File: src/rtl/rv_mc_ctl_hs_pkg.sv
// Shared constants for the multicycle RISC-V control plane: opcodes, FSM states,
// datapath select encodings, control bundle struct and trap causes.
package rv_ctl_pkg;

  localparam logic [6:0] OP_LOAD   = 7'b0000011;
  localparam logic [6:0] OP_STORE  = 7'b0100011;
  localparam logic [6:0] OP_REG    = 7'b0110011;
  localparam logic [6:0] OP_IMM    = 7'b0010011;
  localparam logic [6:0] OP_BRANCH = 7'b1100011;
  localparam logic [6:0] OP_JAL    = 7'b1101111;
  localparam logic [6:0] OP_JALR   = 7'b1100111;
  localparam logic [6:0] OP_LUI    = 7'b0110111;

  localparam logic [2:0] F3_LW   = 3'b010;
  localparam logic [2:0] F3_SW   = 3'b010;
  localparam logic [2:0] F3_BEQ  = 3'b000;
  localparam logic [2:0] F3_BNE  = 3'b001;
  localparam logic [2:0] F3_JALR = 3'b000;
  localparam logic [2:0] F3_SR   = 3'b101;

  typedef enum logic [3:0] {
    S_FETCH, S_DECODE, S_MEM_ADDR, S_LW_MEM, S_LW_WB, S_SW_MEM, S_ALU_EXEC,
    S_ALU_WB, S_BR_EXEC, S_JAL_EXEC, S_JALR_EXEC, S_LUI_WB, S_TRAP
  } state_t;

  localparam logic [1:0] PC_INC      = 2'd0;
  localparam logic [1:0] PC_ALU      = 2'd1;
  localparam logic [1:0] PC_ALU_CLR0 = 2'd2;

  localparam logic [1:0] WB_PC     = 2'd0;
  localparam logic [1:0] WB_ALUOUT = 2'd1;
  localparam logic [1:0] WB_MDR    = 2'd2;
  localparam logic [1:0] WB_IMM    = 2'd3;

  localparam logic [2:0] IMM_I = 3'd0;
  localparam logic [2:0] IMM_S = 3'd1;
  localparam logic [2:0] IMM_B = 3'd2;
  localparam logic [2:0] IMM_J = 3'd3;
  localparam logic [2:0] IMM_U = 3'd4;

  localparam logic ALUA_REG = 1'b0;
  localparam logic ALUA_PCC = 1'b1;
  localparam logic ALUB_REG = 1'b0;
  localparam logic ALUB_IMM = 1'b1;

  localparam logic [3:0] ALU_ADD = 4'b0000;
  localparam logic [3:0] ALU_SUB = 4'b0001;

  localparam logic [1:0] TC_NONE    = 2'd0;
  localparam logic [1:0] TC_ILLEGAL = 2'd1;
  localparam logic [1:0] TC_MEM_TO  = 2'd2;

  typedef struct packed {
    logic       mem_req;
    logic       mem_we;
    logic [1:0] pcsrc;
    logic       pcwrite;
    logic       pccen;
    logic       irwrite;
    logic       mdrwrite;
    logic [1:0] wbsel;
    logic       regwen;
    logic [2:0] immsel;
    logic       asel;
    logic       bsel;
    logic [3:0] alusel;
    logic       retire;
  } ctl_t;

  // Every default encoding is zero, so the idle bundle is all-zero.
  localparam ctl_t CTL_IDLE = '0;

endpackage

File: src/rtl/rv_mc_ctl_hs_watchdog.sv
// Memory wait-state watchdog: counts stalled request cycles, flags the cycle in
// which the MEM_TIMEOUT-th stall occurs. MEM_TIMEOUT=0 disables it.
module rv_mem_watchdog #(
  parameter int MEM_TIMEOUT = 15
) (
  input  logic clk,
  input  logic rst_n,
  input  logic clr,
  input  logic cnt_en,
  output logic expired
);

  generate
    if (MEM_TIMEOUT == 0) begin : g_off
      logic unused_wd;
      assign unused_wd = ^{clk, rst_n, clr, cnt_en};
      assign expired = 1'b0;
    end else begin : g_on
      localparam int CW = (MEM_TIMEOUT > 1) ? $clog2(MEM_TIMEOUT) : 1;
      logic [CW-1:0] cnt;

      // Fires combinationally on the stall that would make the count reach the limit.
      assign expired = cnt_en && (cnt == CW'(MEM_TIMEOUT - 1));

      always_ff @(posedge clk or negedge rst_n) begin
        if (!rst_n)      cnt <= '0;
        else if (clr)    cnt <= '0;
        else if (cnt_en) cnt <= cnt + CW'(1);
      end
    end
  endgenerate

endmodule

File: src/rtl/rv_mc_ctl_hs.sv
// Multicycle RISC-V controller with ready/valid memory handshake, timeout watchdog
// and illegal-instruction trap. Optional perf counters under `RV_PERF_CNT_EN.
module rv_mc_ctl_hs
  import rv_ctl_pkg::*;
#(
  parameter int MEM_TIMEOUT = 15
`ifdef RV_PERF_CNT_EN
  , parameter int CNT_W = 32
`endif
) (
  input  logic        clk,
  input  logic        rst_n,
  input  logic [31:0] instr,
  input  logic        zero,
  input  logic        mem_ready,
  output logic        mem_req,
  output logic        mem_we,
  output logic [1:0]  pcsrc,
  output logic        pcwrite,
  output logic        pccen,
  output logic        irwrite,
  output logic        mdrwrite,
  output logic [1:0]  wbsel,
  output logic        regwen,
  output logic [2:0]  immsel,
  output logic        asel,
  output logic        bsel,
  output logic [3:0]  alusel,
  output logic        retire,
  output logic        trap,
  output logic [1:0]  trap_cause
`ifdef RV_PERF_CNT_EN
  , output logic [CNT_W-1:0] cyc_cnt
  , output logic [CNT_W-1:0] instret_cnt
`endif
);

  state_t     state, nxt;
  ctl_t       c;
  logic       wd_clr, wd_en, wd_exp;
  logic [6:0] opc;
  logic [2:0] f3;
  logic       unused_instr;

  assign opc = instr[6:0];
  assign f3  = instr[14:12];
  assign unused_instr = ^{instr[31], instr[29:15], instr[11:7]};

  // Any state change restarts the stall count, so each mem state starts fresh.
  assign wd_clr = (nxt != state);
  assign wd_en  = c.mem_req & ~mem_ready;

  rv_mem_watchdog #(.MEM_TIMEOUT(MEM_TIMEOUT)) u_wd (
    .clk     (clk),
    .rst_n   (rst_n),
    .clr     (wd_clr),
    .cnt_en  (wd_en),
    .expired (wd_exp)
  );

  always_comb begin
    nxt = state;
    case (state)
      S_FETCH:     if (mem_ready) nxt = S_DECODE; else if (wd_exp) nxt = S_TRAP;
      S_DECODE: begin
        if ((opc == OP_LOAD && f3 == F3_LW) || (opc == OP_STORE && f3 == F3_SW))
          nxt = S_MEM_ADDR;
        else if (opc == OP_REG || opc == OP_IMM)                   nxt = S_ALU_EXEC;
        else if (opc == OP_BRANCH && (f3 == F3_BEQ || f3 == F3_BNE)) nxt = S_BR_EXEC;
        else if (opc == OP_JAL)                                    nxt = S_JAL_EXEC;
        else if (opc == OP_JALR && f3 == F3_JALR)                  nxt = S_JALR_EXEC;
        else if (opc == OP_LUI)                                    nxt = S_LUI_WB;
        else                                                       nxt = S_TRAP;
      end
      S_MEM_ADDR:  nxt = (opc == OP_STORE) ? S_SW_MEM : S_LW_MEM;
      S_LW_MEM:    if (mem_ready) nxt = S_LW_WB; else if (wd_exp) nxt = S_TRAP;
      S_SW_MEM:    if (mem_ready) nxt = S_FETCH; else if (wd_exp) nxt = S_TRAP;
      S_ALU_EXEC:  nxt = S_ALU_WB;
      S_LW_WB, S_ALU_WB, S_BR_EXEC, S_JAL_EXEC, S_JALR_EXEC, S_LUI_WB: nxt = S_FETCH;
      S_TRAP:      nxt = S_TRAP;
      default:     nxt = S_TRAP;
    endcase
  end

  // Outputs are forced idle while rst_n is low so an in-flight request drops at once.
  always_comb begin
    c = CTL_IDLE;
    if (rst_n) begin
      case (state)
        S_FETCH: begin
          c.mem_req = 1'b1;
          if (mem_ready) begin
            c.irwrite = 1'b1;
            c.pcwrite = 1'b1;
            c.pccen   = 1'b1;
          end
        end
        S_DECODE: begin
          c.asel   = ALUA_PCC;
          c.bsel   = ALUB_IMM;
          c.immsel = IMM_B;
        end
        S_MEM_ADDR: begin
          c.bsel   = ALUB_IMM;
          c.immsel = (opc == OP_STORE) ? IMM_S : IMM_I;
        end
        S_LW_MEM: begin
          c.mem_req  = 1'b1;
          c.mdrwrite = mem_ready;
        end
        S_LW_WB: begin
          c.wbsel  = WB_MDR;
          c.regwen = 1'b1;
          c.retire = 1'b1;
        end
        S_SW_MEM: begin
          c.mem_req = 1'b1;
          c.mem_we  = 1'b1;
          c.retire  = mem_ready;
        end
        S_ALU_EXEC: begin
          if (opc == OP_REG) begin
            c.alusel = {f3, instr[30]};
          end else begin
            c.bsel   = ALUB_IMM;
            c.immsel = IMM_I;
            c.alusel = {f3, (f3 == F3_SR) ? instr[30] : 1'b0};
          end
        end
        S_ALU_WB: begin
          c.wbsel  = WB_ALUOUT;
          c.regwen = 1'b1;
          c.retire = 1'b1;
        end
        S_BR_EXEC: begin
          c.alusel  = ALU_SUB;
          c.pcsrc   = PC_ALU;
          c.pcwrite = zero ^ f3[0];
          c.retire  = 1'b1;
        end
        S_JAL_EXEC: begin
          c.asel    = ALUA_PCC;
          c.bsel    = ALUB_IMM;
          c.immsel  = IMM_J;
          c.pcsrc   = PC_ALU;
          c.pcwrite = 1'b1;
          c.regwen  = 1'b1;
          c.wbsel   = WB_PC;
          c.retire  = 1'b1;
        end
        S_JALR_EXEC: begin
          c.bsel    = ALUB_IMM;
          c.immsel  = IMM_I;
          c.pcsrc   = PC_ALU_CLR0;
          c.pcwrite = 1'b1;
          c.regwen  = 1'b1;
          c.wbsel   = WB_PC;
          c.retire  = 1'b1;
        end
        S_LUI_WB: begin
          c.immsel = IMM_U;
          c.wbsel  = WB_IMM;
          c.regwen = 1'b1;
          c.retire = 1'b1;
        end
        default: c = CTL_IDLE;
      endcase
    end
  end

  always_ff @(posedge clk or negedge rst_n) begin
    if (!rst_n) begin
      state      <= S_FETCH;
      trap_cause <= TC_NONE;
    end else begin
      state <= nxt;
      // Only the first entry into TRAP records a cause; DECODE is the only illegal source.
      if (state != S_TRAP && nxt == S_TRAP)
        trap_cause <= (state == S_DECODE) ? TC_ILLEGAL : TC_MEM_TO;
    end
  end

`ifdef RV_PERF_CNT_EN
  always_ff @(posedge clk or negedge rst_n) begin
    if (!rst_n) begin
      cyc_cnt     <= '0;
      instret_cnt <= '0;
    end else begin
      if (state != S_TRAP) cyc_cnt     <= cyc_cnt + CNT_W'(1);
      if (c.retire)        instret_cnt <= instret_cnt + CNT_W'(1);
    end
  end
`endif

  assign trap     = (state == S_TRAP);
  assign mem_req  = c.mem_req;
  assign mem_we   = c.mem_we;
  assign pcsrc    = c.pcsrc;
  assign pcwrite  = c.pcwrite;
  assign pccen    = c.pccen;
  assign irwrite  = c.irwrite;
  assign mdrwrite = c.mdrwrite;
  assign wbsel    = c.wbsel;
  assign regwen   = c.regwen;
  assign immsel   = c.immsel;
  assign asel     = c.asel;
  assign bsel     = c.bsel;
  assign alusel   = c.alusel;
  assign retire   = c.retire;

endmodule

File: config.mk
export PLATFORM = sky130hd
export DESIGN_NAME = rv_mc_ctl_hs
export DESIGN_NICKNAME = d
export VERILOG_FILES = /design/src/rtl/rv_mc_ctl_hs_pkg.sv /design/src/rtl/rv_mc_ctl_hs_watchdog.sv /design/src/rtl/rv_mc_ctl_hs.sv
export SDC_FILE = /design/constraint.sdc
export NUM_CORES = 1
export LEC_CHECK = 0
export BUFFER_PORTS_ARGS = -buffer_cell sky130_fd_sc_hd__buf_2
export CAP_MARGIN = 30
export CORE_ASPECT_RATIO = 1.25
export CORE_MARGIN = 2
export CORE_UTILIZATION = 41
export DETAILED_ROUTE_END_ITERATION = 10
export PLACE_DENSITY = 0.83
export SYNTH_ARGS = -nofsm -noshare
export SYNTH_HDL_FRONTEND = slang
export SYNTH_SLANG_ARGS = --single-unit
File: constraint.sdc
create_clock -name clk -period 1.9 [get_ports clk]
set_clock_uncertainty 0.1 [all_clocks]
set_input_delay 0.38 -clock clk [delete_from_list [all_inputs] [get_ports clk]]
set_output_delay 0.38 -clock clk [all_outputs]
set_load 0.03 [all_outputs]
# Word-level counts from Yosys, hierarchy flattened
# Cells that the tools add are included.
# totals
input_bits	36
wordCells	85
romBits	0
n_memories	0
mem_bits_rw	0
latch_bits	0
ff_bits	10
# classes
n_div	0
mul	0
shift	0
muxes	33
n_reduce_logical	18
bitwise_logic	3
magnitude_cmp	0
eq_ne	27
n_addsub	1
# op_table
op	n
two-way mux 4 bit	8
equality test 4 bit, second input constant	7
one-hot mux 4 bit (7 select lines)	1
one-hot mux 3 bit (4 select lines)	2
equality test 7 x 6 -> 1 bit, second input constant	3
equality test 7 bit, second input constant	3
two-way mux 21 bit	1
two-way mux 3 bit	6
equality test 4 x 3 -> 1 bit, second input constant	4
equality test 4 x 2 -> 1 bit, second input constant	2
two-way mux 1 bit	8
one-hot mux 4 bit (2 select lines)	1
equality test 7 x 2 -> 1 bit, second input constant	1
equality test 7 x 5 -> 1 bit, second input constant	1
logical AND 1 bit	6
OR reduction 2 bit	3
OR reduction 6 bit	1
adder 4 x 1 -> 4 bit, second input constant	1
equality test 4 x 1 -> 1 bit, second input constant	1
zero test 4 bit	1
two-way mux 2 bit	2
!= test 4 bit	1
!= test 4 bit, second input constant	1
one-hot mux 1 bit (2 select lines)	2
other kinds (13)	15

# Logic depth before layout (Yosys ltp)
# Gate-level depths: netlist (run 1).
# depth
word_depth	12
mapped_depth	8
ltp_nobuf	8

# Modules after synthesis
# From an unflattened synthesis (run 1), not the netlist that was laid out.
# unflattened
cells_unflattened	151
hier_area_um2	1118.6
# modules_own_cells
mod	instances	cells_each	area_per_inst_um2	seq_area_each_um2
rv_mc_ctl_hs	1	131	895.9	150.1
rv_mem_watchdog	1	20	222.7	100.1

# Least setup slack after synthesis (run 1)
# No wires, ideal clock.
# synth_timing
kind	reg-to-output
startpoint	register state[2]
endpoint	output alusel[0]
stages_incl_launch_ff	8
path_buffers	2
path_slack_ns	-0.435
arrival_time_ns	1.855
required_ns	1.420
cell_sequence	dfrtp_1 > buf_6 > buf_2 > inv_2 > nor2_1 > nand3_1 > o22a_1 > nor3_1
# synth_between
elab_chain_len	3
elab_cells_between_ends	4
cone_classes	2 x eq/ne; 2 x mux
# synth_lines
element	line	rtl
from (decl)	rv_mc_ctl_hs.sv:38	state_t state, nxt;
from (signal assigned)	rv_mc_ctl_hs.sv:176	state <= nxt;
equality test 4 bit or equality test 4 x 3 -> 1 bit (tied branches)	rv_mc_ctl_hs.sv:89	case (state)
one-hot mux 4 bit (2 select lines) *	rv_mc_ctl_hs.sv:89	
two-way mux 21 bit *	rv_mc_ctl_hs.sv:88	if (rst_n) begin
to (decl)	rv_mc_ctl_hs.sv:28	output logic [3:0] alusel,
# Mark *: on every way between the ends. The rest lies on a longest branch, timed or not.

# Worst setup path in the final report (run 1)
# layout_timing
startpoint	register state[2]
endpoint	register u_wd.g_on.cnt[0]
# layout_between
elab_chain_len	11
elab_cells_between_ends	26
cone_classes	12 x eq/ne; 8 x mux; 1 x bitwise; 5 x reduce/logical
# layout_lines
element	line	rtl
equality test 4 x 3 -> 1 bit, or another cell as far along	rv_mc_ctl_hs.sv:63, rv_mc_ctl_hs.sv:89	
OR reduction 3 bit (no line)	--	
two-way mux 1 bit	rv_mc_ctl_hs.sv:89	
two-way mux 21 bit	rv_mc_ctl_hs.sv:88	
AND 1 bit	rv_mc_ctl_hs.sv:51	assign wd_en = c.mem_req & ~mem_ready;
logical AND 1 bit	rv_mc_ctl_hs_watchdog.sv:23	assign expired = cnt_en && (cnt == CW'(MEM_TIMEOUT - 1));
two-way mux 4 bit	rv_mc_ctl_hs.sv:64, rv_mc_ctl_hs.sv:76, rv_mc_ctl_hs.sv:77	
two-way mux 4 bit (on tied branches)	rv_mc_ctl_hs.sv:77, rv_mc_ctl_hs.sv:64, rv_mc_ctl_hs.sv:76	
one-hot mux 4 bit (7 select lines)	rv_mc_ctl_hs.sv:63	case (state)
!= test 4 bit	rv_mc_ctl_hs.sv:50	assign wd_clr = (nxt != state);
two-way mux 4 bit or nonzero test 2 bit (tied branches)	--	
to (signal assigned)	rv_mc_ctl_hs_watchdog.sv:28	else if (cnt_en) cnt <= cnt + CW'(1);
to (decl)	rv_mc_ctl_hs_watchdog.sv:20	logic [CW-1:0] cnt;
# Several ways; a longest one is shown, not always the timed one.
# A chain may end at the register's enable or synchronous reset.

==> results list, run 1 <==
- For flop-to-flop paths, the worst setup slack is -680 ps.
* Fmax achieved: 387.7 MHz
* Cell area after layout: 2514 um2
- Sequential cell area: 255.2 um2
- Reg-to-Reg Start: state[2]
- Walking the worst path, the cells encountered are buf_6 -> or4_4 -> o2bb2ai_4 -> a221o_1 -> nor2_2 -> mux2i_4 -> nor4_1.
* Clock tree from TritonCTS: done
- The number of nets in the synthesized netlist is 202.
* Measured slew at the worst slew-check pin: 503.1 ps
- Floorplan Core Area: 2706 um2
* Type of origin of the critical path: register
- A synthesized cell averages 7.126 um2.
- CTS max path bufs: 2
- Final count of pins violating max slew: 0
* Largest stage delay, worst path: 490 ps
- After global routing the overflow that remains totals 0.
- Final hold analysis gives a worst-case slack of 62.85 ps.
- Dividing the detail-routed via count by the number of cells gives 6.767.
- Proportion of register bits with asynchronous set or reset after synthesis: 100.0%
* Run status: finished, violations left
- The worst setup path is captured at a register.
- Headroom to the max-slew limit came out at 66.11%.
- The final reports fail on negative setup slack.
- The synthesized netlist occupies a cell area of 1169 um2.
- Number of hold violations in the final report: 0
- Pin count of the biggest net entering global routing: 21
- Worst Setup Path Type: reg2reg
- After clock tree synthesis, the clock-pin slew on the worst setup and hold paths is 90 ps.
- Destination of the worst register-to-register timing path: u_wd.g_on.cnt[0]
- Cell internal power was estimated by the tool at 0.3672 mW.
- Remaining antenna violation count after routing: 0
- Of the total power, the share spent switching nets is 28.23%.
- In this run, CTS created clock tree buffers numbering 3.
- Cell row count: 21
- First-pass detailed-route iteration total: 6
* Sequential area share after synthesis: 21.41%
- Clock Sink Count: 10
- Detailed Route WL: 7568 um
* Most numerous cell in the Yosys netlist: nand2_1
- Fillcell total: 81
* DRT iter0 DRCs: 142
- Worst slack at placement: -173.3 ps
- The wire-length estimate of the detail-placed layout is 2846 um.
- Number of top-level pins: 60
* Routed wirelength normalized by instance count: 25.92 um
- Worst EP required: 1910 ps
- Number of distinct library cells after synthesis: 48
- Area share of the largest cell type after synthesis: 21.41%
- Maximum VDD drop: 0.3897 mV
- Wire length of the first global-routing pass: 7976 um
- Starting density of the core: 43.18%
* Type of the tightest min-delay check: in2async
* Utilization of the core after routing: 92.88%
* H-tree depth: 1
* Post-detailed-placement cell area: 1712 um2
* Number of synthesized flops with an enable pin: 0
* Total track usage: 32.18%
- Total power after layout: 0.5117 mW
* Area of combinational cells with multiple inputs: 1227 um2
* Main flop type after synthesis: dfrtp_1
- Total Nets Final: 297
* Standby leakage power: 1.062 nW
* Share of cells above drive strength 1: 67.05%
* Count of port buffers added during placement: 38
- Worst-skew pair later-pin latency: 270 ps
- Most common library cells after synthesis: nand2_1, nor2_1, a21oi_1, dfrtp_1, inv_1
* Part of the power in registers: 41.5%
- The routed design could run at a clock period as short as 2579 ps.
- Routability-driven placement finished with a final weighted congestion of 0.8736.
- Area of the die: 3296 um2
- Setup repair after global routing could not meet its margin everywhere.
* Arrival time at the worst endpoint: 2590 ps
- Excluding fillers, the count of instances in the completed layout stands at 292.
* #FFs+latches synth: 10
- Power density of the placed cells: 203.6 nW/um2
- Relative area change from synthesis to final layout: 115.1%
* Cell family with the largest share of critical-path delay: simple AND/OR/NAND/NOR gates
* Number of antenna violations at the first check in global routing: 0
- Vias in the first global route: 1707
- Vias after detailed routing: 1976
- dfrtp_1 takes more of the synthesized area than any other cell.
- Of all nets on the critical path, the largest fanout is 5.
- Vertical die dimension: 63.69 um
- Number of setup violations in the final report: 30
- For this run, the number of Yosys warnings is 0.
* Combinational fraction of design power: 18.1%
* Cell Count Post-Placement: 264
* Number of maximum-capacitance violations: 0
- Measured in cells, the most critical reg-to-reg path has a length of 7.
* Post-synthesis cell count: 164
* Worst path setup slack after routing: -679.1 ps
- Total negative slack: -7756 ps
- The largest individual stage delay along the critical path comes from the cell dfrtp_2.
* DRC violation count after routing: 0
- The die is 51.75 um wide.
- Number of antenna repair diodes: 0
- Count of buffer and inverter cells on the critical path: 1
* Buffer type at the clock tree root: clkbuf_4
- Fraction of the cycle the final worst path needs: 135.7%
- By area the synthesized netlist is led by dfrtp_1, nand2_1, nor2_1.
* Power share of the clock group: 40.3%
- Total net switching power: 0.1445 mW
==> kinds of logic after synthesis <==
logic type | Yosys count | share of synthesized area (%)
AND/OR/NAND/NOR | 89 | 40.04
AO/OA/AOI/OAI | 36 | 22.38
buffers and inverters | 19 | 7.387
flip-flops | 10 | 21.41
XOR/XNOR | 5 | 3.747
multiplexers | 3 | 2.891
adder cells (fa/ha/maj) | 2 | 2.141
==> flip-flops by register name, summed over array words and instances (netlist names) <==
signal / count
state: 4
u_wd.g_on.cnt: 4
trap_cause: 2
==> layout make-up <==
class,instances,area share [%]
multi-input cells,135,48.83
repair buffers,100,36.34
flip-flops and latches,10,10.15
well taps,34,1.692
inverters,9,1.543
clock buffers,4,1.444
==> worst max path at each step <==
stage	startpoint	end	slack [ps]	cells after the start
after global routing	state[2]	u_wd.g_on.cnt[0]	-690	7
after detailed placement	instr[1]	u_wd.g_on.cnt[1]	-170	8
final	state[2]	u_wd.g_on.cnt[0]	-680	7
after global placement	instr[2]	alusel[0]	-150	7
after CTS	state[0]	immsel[0]	-180	5
after floorplan	state[2]	alusel[0]	-90	7
==> worst reg2reg max path, delay by kind of cell (launching register included) <==
family | cells | cell delay, ps
simple gates | 3 | 920
compound gates | 2 | 500
flops | 1 | 490
mux | 1 | 230
buf+inv | 1 | 170
==> routing by layer <==
metal | routed length, um | share of wire [%] | vias to the layer above | global-route usage (%)
met3 | 798 | 11 | 95 | 3.555
met5 | 0 | 0 | - | 0
li1 | - | - | 778 | -
met2 | 3597 | 48 | 211 | 59.29
met1 | 2341 | 31 | 892 | 34.51
met4 | 831 | 11 | 0 | 16.78
==> power by group through the flow <==
| stage | Combinational (mW) | Sequential, mW | Clock, mW |
|---|---|---|---|
| finish | 0.0928 | 0.213 | 0.206 |
| global route | 0.0984 | 0.213 | 0.214 |
| CTS | 0.0785 | 0.213 | 0.192 |
| detailed placement | 0.0773 | 0.217 | 0 |
| global placement | 0.0748 | 0.217 | 0 |
| floorplan | 0.0290 | 0.217 | 0 |
==> cell usage in the layout (no fill, tap or decap), types with 3 or more instances in the layout <==
cell	instances
a21o_1	3
buf_2	16
xor2_1	3
nand2b_4	3
nor3_4	4
nand2_4	3
dfrtp_2	4
nand2_1	14
buf_6	40
a21oi_2	5
nor2_4	11
nor2_1	6
and3_1	3
and3_4	3
clkbuf_4	3
a21oi_1	5
nand3_2	3
buf_8	3
inv_1	6
a31oi_1	3
dfrtp_1	6
nor2_2	4
buf_4	39
==> timing repair <==
item                       CTS  global route
resized for setup           73            78
gates cloned                 0             1
setup endpoints to repair   29            30
hold buffers                 0             0
pin swaps                   10            15
buffers inserted             9            15
Power figures use the tool's default switching activity.
==> run 2: changes to the inputs <==
--- a/config.mk
+++ b/config.mk
@@ -11,6 +11,8 @@
 export CORE_MARGIN = 2
 export CORE_UTILIZATION = 41
 export DETAILED_ROUTE_END_ITERATION = 10
+export GPL_ROUTABILITY_DRIVEN = 0
+export MAX_ROUTING_LAYER = met4
 export PLACE_DENSITY = 0.83
 export SYNTH_ARGS = -nofsm -noshare
 export SYNTH_HDL_FRONTEND = slang
==> run 2 against run 1 <==
- the flow still finishes with violations (negative setup slack)
- critical path type unchanged
- highest routed layer unchanged
- core utilization up 0.18 points
- register-to-register slack better by 210 ps
- power rose by 1.3%
- clock power about the same
==> results list, run 2 (same netlist as run 1, synthesis figures left out) <==
* Run status: finished, violations left
* Violations in the final reports: negative setup slack
- In this run the count of I/O pins placed on the die edge is 60.
* Met2 wire length: 3654 um
* Type of the tightest min-delay check: in2async
- With fillers left out, the area of the finished cells amounts to 2519 um2.
- Leaving out fill and tap cells, the most frequent cell in the layout is buf_6.
- For the worst setup path, the data required time is 1940 ps.
- For this run, the post-layout net count is 298.
* Pin count of the biggest net entering global routing: 21
- Part of the power in registers: 41.0%
- The final route contains 1982 vias.
- In this run the number of H-tree levels came out at 1.
* First-pass detailed-route iteration total: 5
- Clock tree synthesis selected as its root buffer the cell clkbuf_4.
- Remaining antenna violation count after routing: 0
- Once layout is complete, the cells apart from fillers number 293.
- Cell-internal power: 0.3680 mW
- Worst slack at placement: -173.3 ps
* Remaining global-route overflow: 0
- Number of antenna violations at the first check in global routing: 0
* Measured slew at the worst slew-check pin: 510.2 ps
* Floorplan Core Area: 2706 um2
- Adding up every negative setup slack in the final design gives -6476 ps.
- Cells fill 93.07% of the core in the end.
* Detailed Route WL: 7589 um
- WL met1: 2415 um
- The worst path uses 124.9% of the clock period.
- After detailed routing, the number of remaining DRC violations is 0.
* Number of hold violations in the final report: 0
- Power spread over the standard cell area amounts to 205.7 nW/um2.
- RSZ-0062 raised after global routing: yes
- Maximum fanout along the worst path: 5
- Vertical die dimension: 63.69 um
- Port buffering added 38 buffers.
- Routed met3 length: 637 um
* Combinational fraction of design power: 19.0%
- Power share of the clock group: 40.0%
* Standby leakage power: 1.080 nW
* Reg-to-Reg Start: state[2]
- Once the floorplan was initialized, standard cells occupied 43.18% of the core.
* Crit path launch: state[2]
- Critical path capture point type: register
* Hold slack final: 95.69 ps
- In this run the power spent charging and discharging nets is 0.1502 mW.
* Worst Setup Path Type: reg2reg
* Vias in the first global route: 1710
- The worst setup path is launched from a register.
- Clock-pin slew was measured on the worst setup and hold paths at 80 ps.
* DRT iter0 DRCs: 121
- Wire length of the first global-routing pass: 7955 um
* Share of cells above drive strength 1: 67.18%
- Post-detailed-placement cell area: 1712 um2
- Relative to the synthesized area, the layout overhead comes to 115.5%.
- Fmax achieved: 421.4 MHz
- The number of slew-limit violations in the final report is 0.
- CTS max path bufs: 2
- After detailed routing, the average wire length per cell comes to 25.90 um.
* Die Width: 51.75 um
* Time the worst path needs with I/O delays and setup: 2373 ps
- Total power for the finished layout comes to 0.5182 mW.
- Arrival time at the worst endpoint: 2410 ps
- Area of the die: 3296 um2
- Number of antenna repair diodes: 0
* Clock tree from TritonCTS: done
- In this run, placement finished with an instance count of 264.
- Clock tree synthesis found a total of 10 sinks.
- Worst-skew pair later-pin latency: 280 ps
* Maximum VDD drop: 0.4519 mV
* Detailed-route vias per instance: 6.765
* Registers with the most flip-flops: state (4), u_wd.g_on.cnt (4), trap_cause (2)
- In this run the tightest slew margin relative to its limit is 65.63%.
* Cell row count: 21
* Worst path setup slack after routing: -473.1 ps
- Count of hold buffers inserted by post-cts repair: 0
- Highest routed layer: met4
- Clock tree synthesis inserted a total of 3 buffers.
- Global routing used 32.84% of the available tracks.
- Commonest non-fill, non-tap cells in the layout: buf_6, buf_4, buf_2
* Switching fraction of total power: 28.98%
* Detailed placement HPWL: 2846 um
- Number of maximum-capacitance violations: 0
- Setup violations remaining at the end of the flow were counted as 29.
## run 2: worst paths after layout
check	slack (ps)	cells past startpoint	end
worst max-delay path	-470	7	u_wd.g_on.cnt[0]
max in group asynchronous	1330	2	state[0]
worst min-delay path	100	2	state[3]
worst max register to register	-470	7	u_wd.g_on.cnt[0]
min in group clk	390	3	state[0]
worst min register to register	420	2	trap_cause[1]
## run 2: final cells by class
type                            instances  area (um2)
Inverter                                9       36.28
Timing Repair Buffer                  101       924.6
Sequential cell                        10       255.2
Tap cell                               34       42.54
Multi-Input combinational cell        135        1224
Clock buffer                            4       36.28
Fill cell                              84       187.7
## run 2: worst max-delay path, stage by stage (launching register included)
cell and delay [ps]:
dfrtp_2 480, buf_6 170, or4_4 430, o2bb2ai_4 180
a221o_1 270, nor2_2 80, mux2i_2 200, nor4_1 320
## run 2: power groups by stage
| stage | registers, mW | logic, mW | clock network (mW) |
|---|---|---|---|
| after floorplan | 0.217 | 0.0290 | 0 |
| after global placement | 0.217 | 0.0748 | 0 |
| after detailed placement | 0.217 | 0.0773 | 0 |
| after CTS | 0.213 | 0.0785 | 0.192 |
| after global routing | 0.213 | 0.104 | 0.219 |
| final | 0.213 | 0.0984 | 0.207 |
## run 2: what timing repair did
action,CTS,global route
endpoints found under the setup margin,29,30
cloned,0,1
setup buffers,9,16
pin swaps,10,20
hold endpoints to repair,0,0
gates resized for setup,73,77
## run 2: per-layer routing
metal  global-route usage (%)  vias up
met3                    3.555       93
met4                    17.43        0
li1                         -      785
met2                    58.97      193
met5                        -        -
met1                    33.92      911
